<file path="src/rtl/read_select_mux.sv">
// read_select_mux: N:1 readback multiplexer with a single-entry registered
// output and a valid/ready handshake. Requests come from the processor as an
// explicit select, or from an internal round-robin scanner when no manual
// request is present. Out-of-range selects return zero data, set out_err and
// bump a saturating error counter.
module read_select_mux #(
  parameter int WIDTH    = 8,
  parameter int CHANNELS = 4,
  parameter int SEL_W    = 2,
  parameter int ERR_W    = 8
) (
  input  logic                      clk,
  input  logic                      rst_n,
  input  logic [CHANNELS*WIDTH-1:0] d,
  input  logic                      in_valid,
  input  logic [SEL_W-1:0]          in_sel,
  output logic                      in_ready,
  input  logic                      scan_en,
  output logic                      out_valid,
  input  logic                      out_ready,
  output logic [WIDTH-1:0]          out_data,
  output logic [SEL_W-1:0]          out_chan,
  output logic                      out_err,
  output logic [ERR_W-1:0]          err_cnt
);

  // One extra bit on the limit so CHANNELS == 2^SEL_W still compares correctly.
  localparam logic [SEL_W:0]   CHAN_LIM  = (SEL_W+1)'(CHANNELS);
  localparam logic [SEL_W-1:0] LAST_CHAN = SEL_W'(CHANNELS - 1);

  logic             out_valid_q, out_valid_d;
  logic [WIDTH-1:0] out_data_q,  out_data_d;
  logic [SEL_W-1:0] out_chan_q,  out_chan_d;
  logic             out_err_q,   out_err_d;
  logic [ERR_W-1:0] err_cnt_q,   err_cnt_d;
  logic [SEL_W-1:0] scan_ptr_q,  scan_ptr_d;

  logic             req_present;
  logic             req_is_scan;
  logic [SEL_W-1:0] req_sel;
  logic             sel_in_range;
  logic             accept;
  logic [WIDTH-1:0] sel_data;

  // Request arbitration: manual select wins over the scanner; accept only
  // when the output register is free or being drained this cycle.
  always_comb begin
    in_ready     = !out_valid_q || out_ready;
    req_present  = in_valid || scan_en;
    req_is_scan  = !in_valid && scan_en;
    req_sel      = in_valid ? in_sel : scan_ptr_q;
    sel_in_range = ({1'b0, req_sel} < CHAN_LIM);
    accept       = req_present && in_ready;
  end

  // Channel data mux; selects with no matching channel yield zero.
  always_comb begin
    sel_data = '0;
    for (int i = 0; i < CHANNELS; i++) begin
      if (req_sel == SEL_W'(i)) begin
        sel_data = d[i*WIDTH +: WIDTH];
      end
    end
  end

  // Next-state for the output register, error counter and scan pointer.
  always_comb begin
    out_valid_d = out_valid_q;
    out_data_d  = out_data_q;
    out_chan_d  = out_chan_q;
    out_err_d   = out_err_q;
    err_cnt_d   = err_cnt_q;
    scan_ptr_d  = scan_ptr_q;

    if (accept) begin
      out_valid_d = 1'b1;
      out_chan_d  = req_sel;
      if (sel_in_range) begin
        out_data_d = sel_data;
        out_err_d  = 1'b0;
      end else begin
        out_data_d = '0;
        out_err_d  = 1'b1;
        if (err_cnt_q != '1) begin
          err_cnt_d = err_cnt_q + 1'b1;
        end
      end
      if (req_is_scan) begin
        scan_ptr_d = (scan_ptr_q == LAST_CHAN) ? '0 : scan_ptr_q + 1'b1;
      end
    end else if (out_ready) begin
      out_valid_d = 1'b0;
    end
  end

  // State registers with asynchronous active-low reset.
  always_ff @(posedge clk or negedge rst_n) begin
    if (!rst_n) begin
      out_valid_q <= 1'b0;
      out_data_q  <= '0;
      out_chan_q  <= '0;
      out_err_q   <= 1'b0;
      err_cnt_q   <= '0;
      scan_ptr_q  <= '0;
    end else begin
      out_valid_q <= out_valid_d;
      out_data_q  <= out_data_d;
      out_chan_q  <= out_chan_d;
      out_err_q   <= out_err_d;
      err_cnt_q   <= err_cnt_d;
      scan_ptr_q  <= scan_ptr_d;
    end
  end

  assign out_valid = out_valid_q;
  assign out_data  = out_data_q;
  assign out_chan  = out_chan_q;
  assign out_err   = out_err_q;
  assign err_cnt   = err_cnt_q;

endmodule

</file>
<file path="config.mk">
export PLATFORM = sky130hd
export DESIGN_NAME = read_select_mux
export DESIGN_NICKNAME = d
export VERILOG_FILES = /design/src/rtl/read_select_mux.sv
export SDC_FILE = /design/constraint.sdc
export NUM_CORES = 1
export LEC_CHECK = 0
export ABC_AREA = 0
export CAP_MARGIN = 20
export CELL_PAD_IN_SITES_DETAIL_PLACEMENT = 0
export CELL_PAD_IN_SITES_GLOBAL_PLACEMENT = 1
export CORE_ASPECT_RATIO = 1.25
export CORE_UTILIZATION = 28
export CTS_CLUSTER_DIAMETER = 120
export CTS_CLUSTER_SIZE = 14
export DETAILED_ROUTE_END_ITERATION = 10
export PLACE_DENSITY_LB_ADDON = 0.25
export REMOVE_ABC_BUFFERS = 1
export SLEW_MARGIN = 20
export SYNTH_ARGS = -nofsm -noshare
export SYNTH_HDL_FRONTEND = slang
export SYNTH_SLANG_ARGS = --single-unit
</file>
<file path="constraint.sdc">
create_clock -name clk -period 2.4 [get_ports clk]
set_input_delay 0.6 -clock clk [delete_from_list [all_inputs] [get_ports clk]]
set_output_delay 0.6 -clock clk [all_outputs]
set_load 0.02 [all_outputs]
</file>
# After elaboration in Yosys (flattened, before gate mapping)
# Index checks and enable logic that the tools add are counted.
word_totals:
  ff_bits: 13
  latch_bits: 0
  ram_bits: 0
  mem_bits_ro: 0
  input_bits: 39
  output_inout_bits: 21
  mem_count: 0
classes:
  n_addsub: 1
  mul: 0
  div_mod_pow: 0
  n_lt_le_gt_ge: 0
  eq_ne: 4
  n_shift: 0
  mux: 8
  bitwise_logic: 0
  reduce_logical: 9
op_table:
  columns: ["cell", "n"]
  rows:
  - ["two-way mux 8 bit", 4]
  - ["== test 2 bit (second input constant)", 3]
  - ["two-way mux 2 bit", 2]
  - ["adder 2 x 1 -> 2 bit (second input constant)", 1]
  - ["== test 2 x 1 -> 1 bit (second input constant)", 1]
  - ["logical AND 1 bit", 2]
  - ["logical NOT 1 bit", 2]
  - ["logical NOT 2 bit", 1]
  - ["logical OR 1 bit", 2]
  - ["two-way mux 1 bit", 2]
  - ["AND reduction 2 bit", 1]
  - ["nonzero test 2 bit", 1]

# Logic depth before layout (Yosys ltp)
# Gate-level depths: netlist of run 1.
depth:
  depth_word: 6
  depth_mapped: 6
  mapped_depth_nobuf: 4

# Worst setup path after synthesis of run 1
# OpenSTA, ideal clock, no wires.
synth_timing:
  kind: "input to register"
  from: "input port out_ready"
  to: "register out_data_q[0] (netlist: out_data[0])"
  setup_time_ns: 0.094
  arrival_time_ns: 1.708
  t_required_ns: 2.306
  setup_slack_ns: 0.599
  path_stages: 6
  cell_sequence: "nand2b_1 > o21a_1 > clkbuf_2 > and2_4 > buf_6 > a221oi_2"
synth_via:
  elab_chain_cells: 2
synth_lines:
  columns: ["element", "line", "source"]
  rows:
  - ["from (decl)", "20", "input logic out_ready,"]
  - ["logical OR 1 bit", "48", "in_ready = !out_valid_q || out_ready;"]
  - ["logical AND 1 bit", "53", "accept = req_present && in_ready;"]
  - ["to (signal assigned)", "107", "out_data_q <= out_data_d;"]
  - ["to (decl)", "32", "logic [WIDTH-1:0] out_data_q, out_data_d;"]
# Every way passes these cells.
# A chain may end at the register's enable or synchronous reset.

# Worst setup path after layout of run 1
layout_timing:
  from: "input port out_ready"
  to: "output port in_ready"
layout_via:
  elab_chain_cells: 1
layout_lines:
  columns: ["element", "line", "source"]
  rows:
  - ["logical OR 1 bit", "48", null]
  - ["to (decl)", "17", "output logic in_ready,"]
# Every way passes these cells.

==> results.json, run 1 <==
{
  "clock_latency_ns": 0.24,
  "fmax_mhz": 423,
  "fillers": 319,
  "syn_area_um2": 960,
  "hold_violations": 0,
  "ys_seq_area_share_pct": 33.9,
  "drive_gt1_share_pct": 15.1,
  "seq_area_um2": 325,
  "cts-hold-fix-buffers": 0,
  "ctsResizeCount": 0,
  "grt_pass1_wl_um": 3830,
  "power_mw": 1.15,
  "dp_slack_ns": -0.00182,
  "wl_met2_um": 1190,
  "crit_arrival_ns": 1.76,
  "vias": 894,
  "cp-end-kind": "primary output",
  "viasPerCell": 4.73,
  "initial_core_util_pct": 29.5,
  "leakagePower_nw": 0.643,
  "dp.cells": 185,
  "cts_tree": "done",
  "drtIter0Drc": 26,
  "post_cts_buffers": 0,
  "fp.dieH_um": 67.5,
  "multi_input_area_um2": 527,
  "antenna_found_initial": 0,
  "dieWidth_um": 54.4,
  "cpMostUsedCell": "clkdlybuf4s50_1",
  "fin_crit_sh_pct": 98.4,
  "wirelength_um": 2480,
  "wl_per_cell_um": 13.1,
  "path_cells": "clkdlybuf4s50_1 -> nand2b_1 -> clkdlybuf4s50_1",
  "first_pass_iters": 4,
  "place.gp.congestion": 0.732,
  "setup_viol": 0,
  "synth-seq-cells": 13,
  "port-buffer-count": 50,
  "worst_pin_slew_ns": 0.624,
  "maxUsedRoutingLayer": "met3",
  "layout_commonest_cell": "clkdlybuf4s50_1",
  "fin_ws_ns": 0.0382,
  "clk_path_buf_depth": 2,
  "antennaDiodeCount": 0,
  "worstPathMaxFanout": 2,
  "min_path_type": "reg -> reg",
  "drv_slew": 0,
  "grt-ovfl-total": 0,
  "areaGrowthSynthToFinish_pct": 58.8,
  "outcome": "finished clean",
  "cts_inserted_buffers": 3,
  "crit_family": "buffers and inverters",
  "cp.buffers_inverters": 2,
  "required_ns": 1.80,
  "startpoint_type": "primary input",
  "syn_area_per_cell_um2": 9.69,
  "slowest_delay_ns": 0.60,
  "whs_ns": 0.485,
  "dr_wl_met3_um": 155,
  "finalCriticalPeriod_ns": 2.36,
  "final-instance-count-excl-fill": 189,
  "drtAntennaViolNets": 0,
  "drt-met1-wl_um": 1130,
  "maxCapViolations": 0,
  "ys_types": 29,
  "grt_max_degree": 14,
  "drc_errors": 0,
  "fin_nets": 193,
  "ys.warnings.count": 0,
  "ir_drop_mv": 0.372,
  "clockRootBuffer": "clkbuf_8",
  "fin_util_pct": 46.9,
  "cts-htree-levels": 1,
  "grt_pass1_vias": 856,
  "dieArea_um2": 3670,
  "clk_transition_reported_paths_ns": 0.06,
  "power_density_nw_per_um2": 753,
  "grt_usage_pct": 14.5,
  "layout_common_cells": "clkdlybuf4s50_1 (50), dfrtp_1 (13), nor2_1 (11), inv_1 (10)",
  "worst-setup-path-type": "in -> out",
  "cpMaxStageDelayCell": "clkdlybuf4s50_1",
  "fin_worst_skew_ns": 0.000735,
  "num_rows": 23,
  "io_pins": 60,
  "syn_inst": 99,
  "rsz0062_at_grt": "no",
  "cts_num_sinks": 13,
  "core_um2": 3250,
  "maxSlewHeadroom_pct": 58.2,
  "dpl.hpwl_um": 1930
}
synth_stat cells (all sizes together):
cell | count | area share, %
dfrtp | 13 | 34
nor4 | 1 | 0.65
o211a | 1 | 1.0
o32ai | 2 | 4.6
ha | 1 | 1.3
a21oi | 1 | 0.52
a21o | 1 | 0.91
nand2b | 2 | 1.6
conb | 1 | 0.39
and3b | 1 | 0.91
a32o | 1 | 1.2
o21ai | 4 | 2.1
mux2 | 1 | 1.2
nor2b | 1 | 1.4
a211oi | 7 | 5.5
mux2i | 1 | 1.0
inv | 10 | 3.9
a22oi | 7 | 5.5
clkbuf | 1 | 0.52
nand2 | 9 | 3.5
a221oi | 8 | 13
buf | 12 | 9.9
o21a | 1 | 0.78
and2 | 1 | 0.91
nor2 | 11 | 4.3
routing by layer:
metal | global-route usage (%) | vias to the layer above
li1 | - | 447
met1 | 18.9 | 403
met2 | 23.8 | 44
met3 | 3.15 | 0
met4 | 3.85 | 0
met5 | 0 | -
cell families after synthesis:
| group | after synthesis | synth area share [%] |
|---|---|---|
| AOI/OAI and AO/OA | 33 | 34.6 |
| adders and majority gates | 1 | 1.30 |
| buffers and inverters | 23 | 14.3 |
| DFF | 13 | 33.9 |
| muxes | 2 | 2.22 |
| other | 1 | 0.391 |
| and+or+nand+nor | 26 | 13.3 |
metrics by stage:
step	cell area [µm²]	TNS, ns
after CTS	1520	0
after global placement	1480	0
final	1520	0
after floorplan	890	0
after detailed placement	1480	-0.00182
after global routing	1520	0
worst min-delay path: stages (launching register included):
cell and delay, ns:
dfrtp_1 0.34, nand2_1 0.04, o21ai_0 0.06
cell type report:
| class | count | share of cell area, % |
|---|---|---|
| Timing Repair Buffer | 54 | 35.6 |
| Inverter | 10 | 2.46 |
| Sequential cell | 13 | 21.3 |
| Clock buffer | 4 | 2.96 |
| Tap cell | 37 | 3.04 |
| Multi-Input combinational cell | 71 | 34.6 |
flip-flops by register name, indices dropped and copies added, names as in the netlist:
name	flops
out_chan	2
out_data	8
out_valid	1
scan_ptr_q	2
where the power goes:
group	switching [mW]	total, mW	internal (mW)
Sequential	0.0754	0.370	0.295
Combinational	0.282	0.583	0.302
Clock	0.0768	0.194	0.117
Total	0.434	1.15	0.713
path summary, 6_finish.rpt:
kind,from,to,slack (ns),cells past startpoint
min in group asynchronous,rst_n,scan_ptr_q[1],0.75,1
min,out_chan[1],out_chan[1],0.49,2
max reg2reg,scan_ptr_q[1],out_data[0],0.76,4
min reg2reg,out_chan[1],out_chan[1],0.49,2
max,out_ready,in_ready,0.04,3
max in group asynchronous,rst_n,out_chan[1],1.25,1
Note: power is estimated with default switching activity, not from simulation.
==> inputs of run 2 (changes only) <==
Settings changed: CORE_UTILIZATION 28 to 26, HOLD_SLACK_MARGIN set to 0.05.
Clock period 2.4 ns to 2.3 ns, I/O delays scaled along.
==> results.json, run 2 (same netlist as run 1, synthesis figures left out) <==
{
  "power_density_nw_per_um2": 792,
  "fin_crit_sh_pct": 88.5,
  "final_cell_area_um2": 1510,
  "maxCapViolations": 0,
  "min_path_type": "reg -> reg",
  "setup_viol": 0,
  "wirelength_um": 2600,
  "crit_family": "buffers and inverters",
  "finalCriticalPeriod_ns": 2.03,
  "worstPathMaxFanout": 2,
  "drc_errors": 0,
  "clk_path_buf_depth": 2,
  "antennaDiodeCount": 0,
  "worst-setup-path-type": "in -> out",
  "final.setup.tns_ns": 0,
  "dpl-instance-area_um2": 1470,
  "num_rows": 24,
  "dieWidth_um": 56.3,
  "cts_inserted_buffers": 3,
  "clockRootBuffer": "clkbuf_8",
  "fin_worst_skew_ns": 0.00272,
  "multi_input_area_um2": 527,
  "cts_num_sinks": 13,
  "port-buffer-count": 50,
  "cp.buffers_inverters": 2,
  "viasPerCell": 4.79,
  "fillers": 365,
  "cts-hold-fix-buffers": 0,
  "ctsResizeCount": 1,
  "areaGrowthSynthToFinish_pct": 57.6,
  "largest_register_ffs": 8,
  "fin_nets": 193,
  "post_cts_buffers": 0,
  "dieArea_um2": 3940,
  "drtIter0Drc": 9,
  "cpMaxStageDelayCell": "clkdlybuf4s50_1",
  "antenna_found_initial": 0,
  "required_ns": 1.73,
  "wl_per_cell_um": 13.6,
  "core_um2": 3510,
  "layout_commonest_cell": "clkdlybuf4s50_1",
  "grt_usage_pct": 13.9,
  "worst_pin_slew_ns": 0.619,
  "cp-end-kind": "primary output",
  "drtAntennaViolNets": 0,
  "grt_max_degree": 14,
  "ir_drop_mv": 0.420,
  "fin_ws_ns": 0.265,
  "fp.dieH_um": 69.9,
  "slowest_delay_ns": 0.45,
  "place.gp.congestion": 0.670,
  "drv_slew": 0,
  "io_pins": 60,
  "startpoint_type": "primary input",
  "fmax_mhz": 491,
  "rsz0062_at_grt": "no",
  "vias": 915,
  "dpl.hpwl_um": 1970,
  "crit_arrival_ns": 1.46,
  "drive_gt1_share_pct": 15.1,
  "leakagePower_nw": 0.639,
  "clk_transition_reported_paths_ns": 0.05,
  "initial_core_util_pct": 27.3,
  "outcome": "finished clean",
  "hold_violations": 0,
  "cts-htree-levels": 1,
  "path_cells": "clkdlybuf4s50_1 -> nand2b_1 -> dlygate4sd2_1",
  "maxSlewHeadroom_pct": 58.6,
  "grt_pass1_vias": 950,
  "grt_pass1_wl_um": 4200,
  "seq_area_um2": 325,
  "clock_latency_ns": 0.24,
  "grt-ovfl-total": 0,
  "first_pass_iters": 4,
  "dp_slack_ns": -0.00188,
  "layout_common_cells": "clkdlybuf4s50_1 (49), dfrtp_1 (13), nor2_1 (11), inv_1 (10)",
  "cts_tree": "done"
}
-- run 2: cell type report --
class,instances,share of cell area (%)
multi-input cells,71,34.8
inverters,10,2.48
repair buffers,54,35.0
clock buffers,4,2.98
well taps,39,3.23
flip-flops and latches,13,21.5
-- run 2: report_power, final --
part           switching [mW]  internal (mW)  total (mW)
clock                  0.0844          0.122       0.207
combinational           0.292          0.311       0.603
sequential             0.0809          0.308       0.388
total                   0.457          0.741        1.20
-- run 2: layer usage --
layer	GRT usage [%]	share of wire, %	up-vias
li1	-	-	445
met1	16.4	45	428
met2	23.9	48	38
met3	3.33	5.8	4
met4	5.69	1.5	0
met5	0	0	-
-- run 2: worst min-delay path: cells and delay by family, from the launching register on --
kind / cells / cell delay (ns)
flip-flops: 1 / 0.34
AND/OR/NAND/NOR: 2 / 0.10
-- run 2: final timing paths --
kind,start,end,slack [ns],depth (start not counted)
max,out_ready,in_ready,0.27,3
min,out_chan[0],out_chan[0],0.47,2
max reg2reg,scan_ptr_q[1],out_data[4],0.66,4
min reg2reg,out_chan[0],out_chan[0],0.47,2
max in group asynchronous,rst_n,out_chan[0],1.18,1
min in group asynchronous,rst_n,scan_ptr_q[1],0.72,1
-- run 2: stage by stage --
| step | util (%) | hold WS [ns] | instances | power (mW) |
|---|---|---|---|---|
| final | 43.1 | 0.471 | 191 | 1.20 |
| after global routing | 43.1 | 0.516 | 191 | 1.28 |
| after CTS | 43.1 | 0.481 | 191 | 1.21 |
| after detailed placement | 41.8 | 0.466 | 187 | 0.999 |
| after global placement | 41.8 | 0.464 | 187 | 0.992 |
| after floorplan | - | 0.279 | 94 | 0.725 |
==> inputs of run 3 (changes only) <==
Settings changed: MAX_ROUTING_LAYER set to met4.
==> results.json, run 3 (same netlist as run 1, synthesis figures left out) <==
{
  "antenna_found_initial": 0,
  "slowest_delay_ns": 0.45,
  "hold_depth": 2,
  "worstPathMaxFanout": 2,
  "leakagePower_nw": 0.639,
  "maxCapViolations": 0,
  "dpl-instance-area_um2": 1470,
  "r2r_cells": 4,
  "fin_nets": 193,
  "finalCriticalPeriod_ns": 2.03,
  "cp.buffers_inverters": 2,
  "crit_arrival_ns": 1.46,
  "reg2reg_slack_ns": 0.66,
  "port-buffer-count": 50,
  "drtAntennaViolNets": 0,
  "fin_worst_skew_ns": 0.00270,
  "largest_register_ffs": 8,
  "min_path_type": "reg -> reg",
  "startpoint_type": "primary input",
  "io_pins": 60,
  "antennaDiodeCount": 0,
  "grt_usage_pct": 14.3,
  "cts_num_sinks": 13,
  "maxSlewHeadroom_pct": 58.6,
  "cp-startpoint": "out_ready",
  "cp-end-kind": "primary output",
  "cts_inserted_buffers": 3,
  "fmax_mhz": 491,
  "clk_transition_reported_paths_ns": 0.05,
  "power_mw": 1.20,
  "core_um2": 3510,
  "post_cts_buffers": 0,
  "layout_commonest_cell": "clkdlybuf4s50_1",
  "clock_latency_ns": 0.24,
  "layout_common_cells": "clkdlybuf4s50_1 (49), dfrtp_1 (13), nor2_1 (11), inv_1 (10)",
  "drtIter0Drc": 9,
  "dpl.hpwl_um": 1970,
  "num_rows": 24,
  "dp.cells": 187,
  "min-delay-start": "out_chan[0]",
  "final_cell_area_um2": 1510,
  "r2r-end": "out_data[4]",
  "grt-ovfl-total": 0,
  "viasPerCell": 4.79,
  "worst-setup-path-type": "in -> out",
  "final.setup.tns_ns": 0,
  "fp.dieH_um": 69.9,
  "worstReg2RegStart": "scan_ptr_q[1]",
  "ir_drop_mv": 0.420,
  "initial_core_util_pct": 27.3,
  "cts-htree-levels": 1,
  "dieArea_um2": 3940,
  "vias": 915,
  "clockRootBuffer": "clkbuf_8",
  "grt_pass1_vias": 950,
  "cts_tree": "done",
  "final-instance-count-excl-fill": 191,
  "required_ns": 1.73,
  "place.gp.congestion": 0.677,
  "first_pass_iters": 4,
  "dieWidth_um": 56.3,
  "path_cells": "clkdlybuf4s50_1 -> nand2b_1 -> dlygate4sd2_1",
  "worst_pin_slew_ns": 0.619,
  "areaGrowthSynthToFinish_pct": 57.6,
  "grt_max_degree": 14,
  "cpMaxStageDelayCell": "clkdlybuf4s50_1",
  "hold_violations": 0,
  "drc_errors": 0,
  "outcome": "finished clean",
  "grt_pass1_wl_um": 4200,
  "crit_family": "buffers and inverters",
  "wirelength_um": 2600,
  "clk_path_buf_depth": 2,
  "power_density_nw_per_um2": 792,
  "drive_gt1_share_pct": 15.1,
  "hold_end": "out_chan[0]",
  "wl_per_cell_um": 13.6,
  "drv_slew": 0,
  "fin_crit_sh_pct": 88.5,
  "setup_viol": 0,
  "rsz0062_at_grt": "no"
}
[run 3: power breakdown]
part	switching (mW)	internal [mW]
Combinational	0.292	0.311
Sequential	0.0810	0.308
Clock	0.0844	0.122
[run 3: layout make-up]
class | count | area [µm²]
Fill cell | 365 | 2000
Timing Repair Buffer | 54 | 529
Multi-Input combinational cell | 71 | 527
Sequential cell | 13 | 325
Tap cell | 39 | 48.8
Clock buffer | 4 | 45.0
Inverter | 10 | 37.5
[run 3: through the flow]
stage / hold WS (ns) / util (%) / setup slack (ns)
2_1_floorplan: 0.279 / - / 0.472
3_3_place_gp: 0.464 / 41.8 / -0.00588
3_5_place_dp: 0.466 / 41.8 / -0.00188
4_1_cts: 0.481 / 43.1 / 0.258
5_1_grt: 0.516 / 43.1 / 0.198
6_report: 0.471 / 43.1 / 0.265
[run 3: how the worst max path moves through the flow]
| stage | to | depth (start not counted) |
|---|---|---|
| after floorplan | out_data[7] | 4 |
| after global placement | in_ready | 3 |
| after detailed placement | in_ready | 3 |
| after CTS | in_ready | 3 |
| after global routing | out_data[4] | 5 |
| final | in_ready | 3 |
[run 3: repair_timing]
item	4_1_cts	5_1_grt
hold buffers	0	0
setup endpoints to repair	1	0
gates resized for setup	1	0
[run 3: layer usage]
metal / track usage [%] / vias up / share of wire [%]
li1: - / 445 / -
met1: 16.6 / 428 / 45
met2: 23.9 / 38 / 48
met3: 2.96 / 4 / 5.3
met4: 5.69 / 0 / 1.5
met5: - / - / 0
[run 3: tightest hold or removal path: cells and delay by family (launching register included)]
family / cells / cell delay [ns]
flops: 1 / 0.34
simple gates: 2 / 0.10
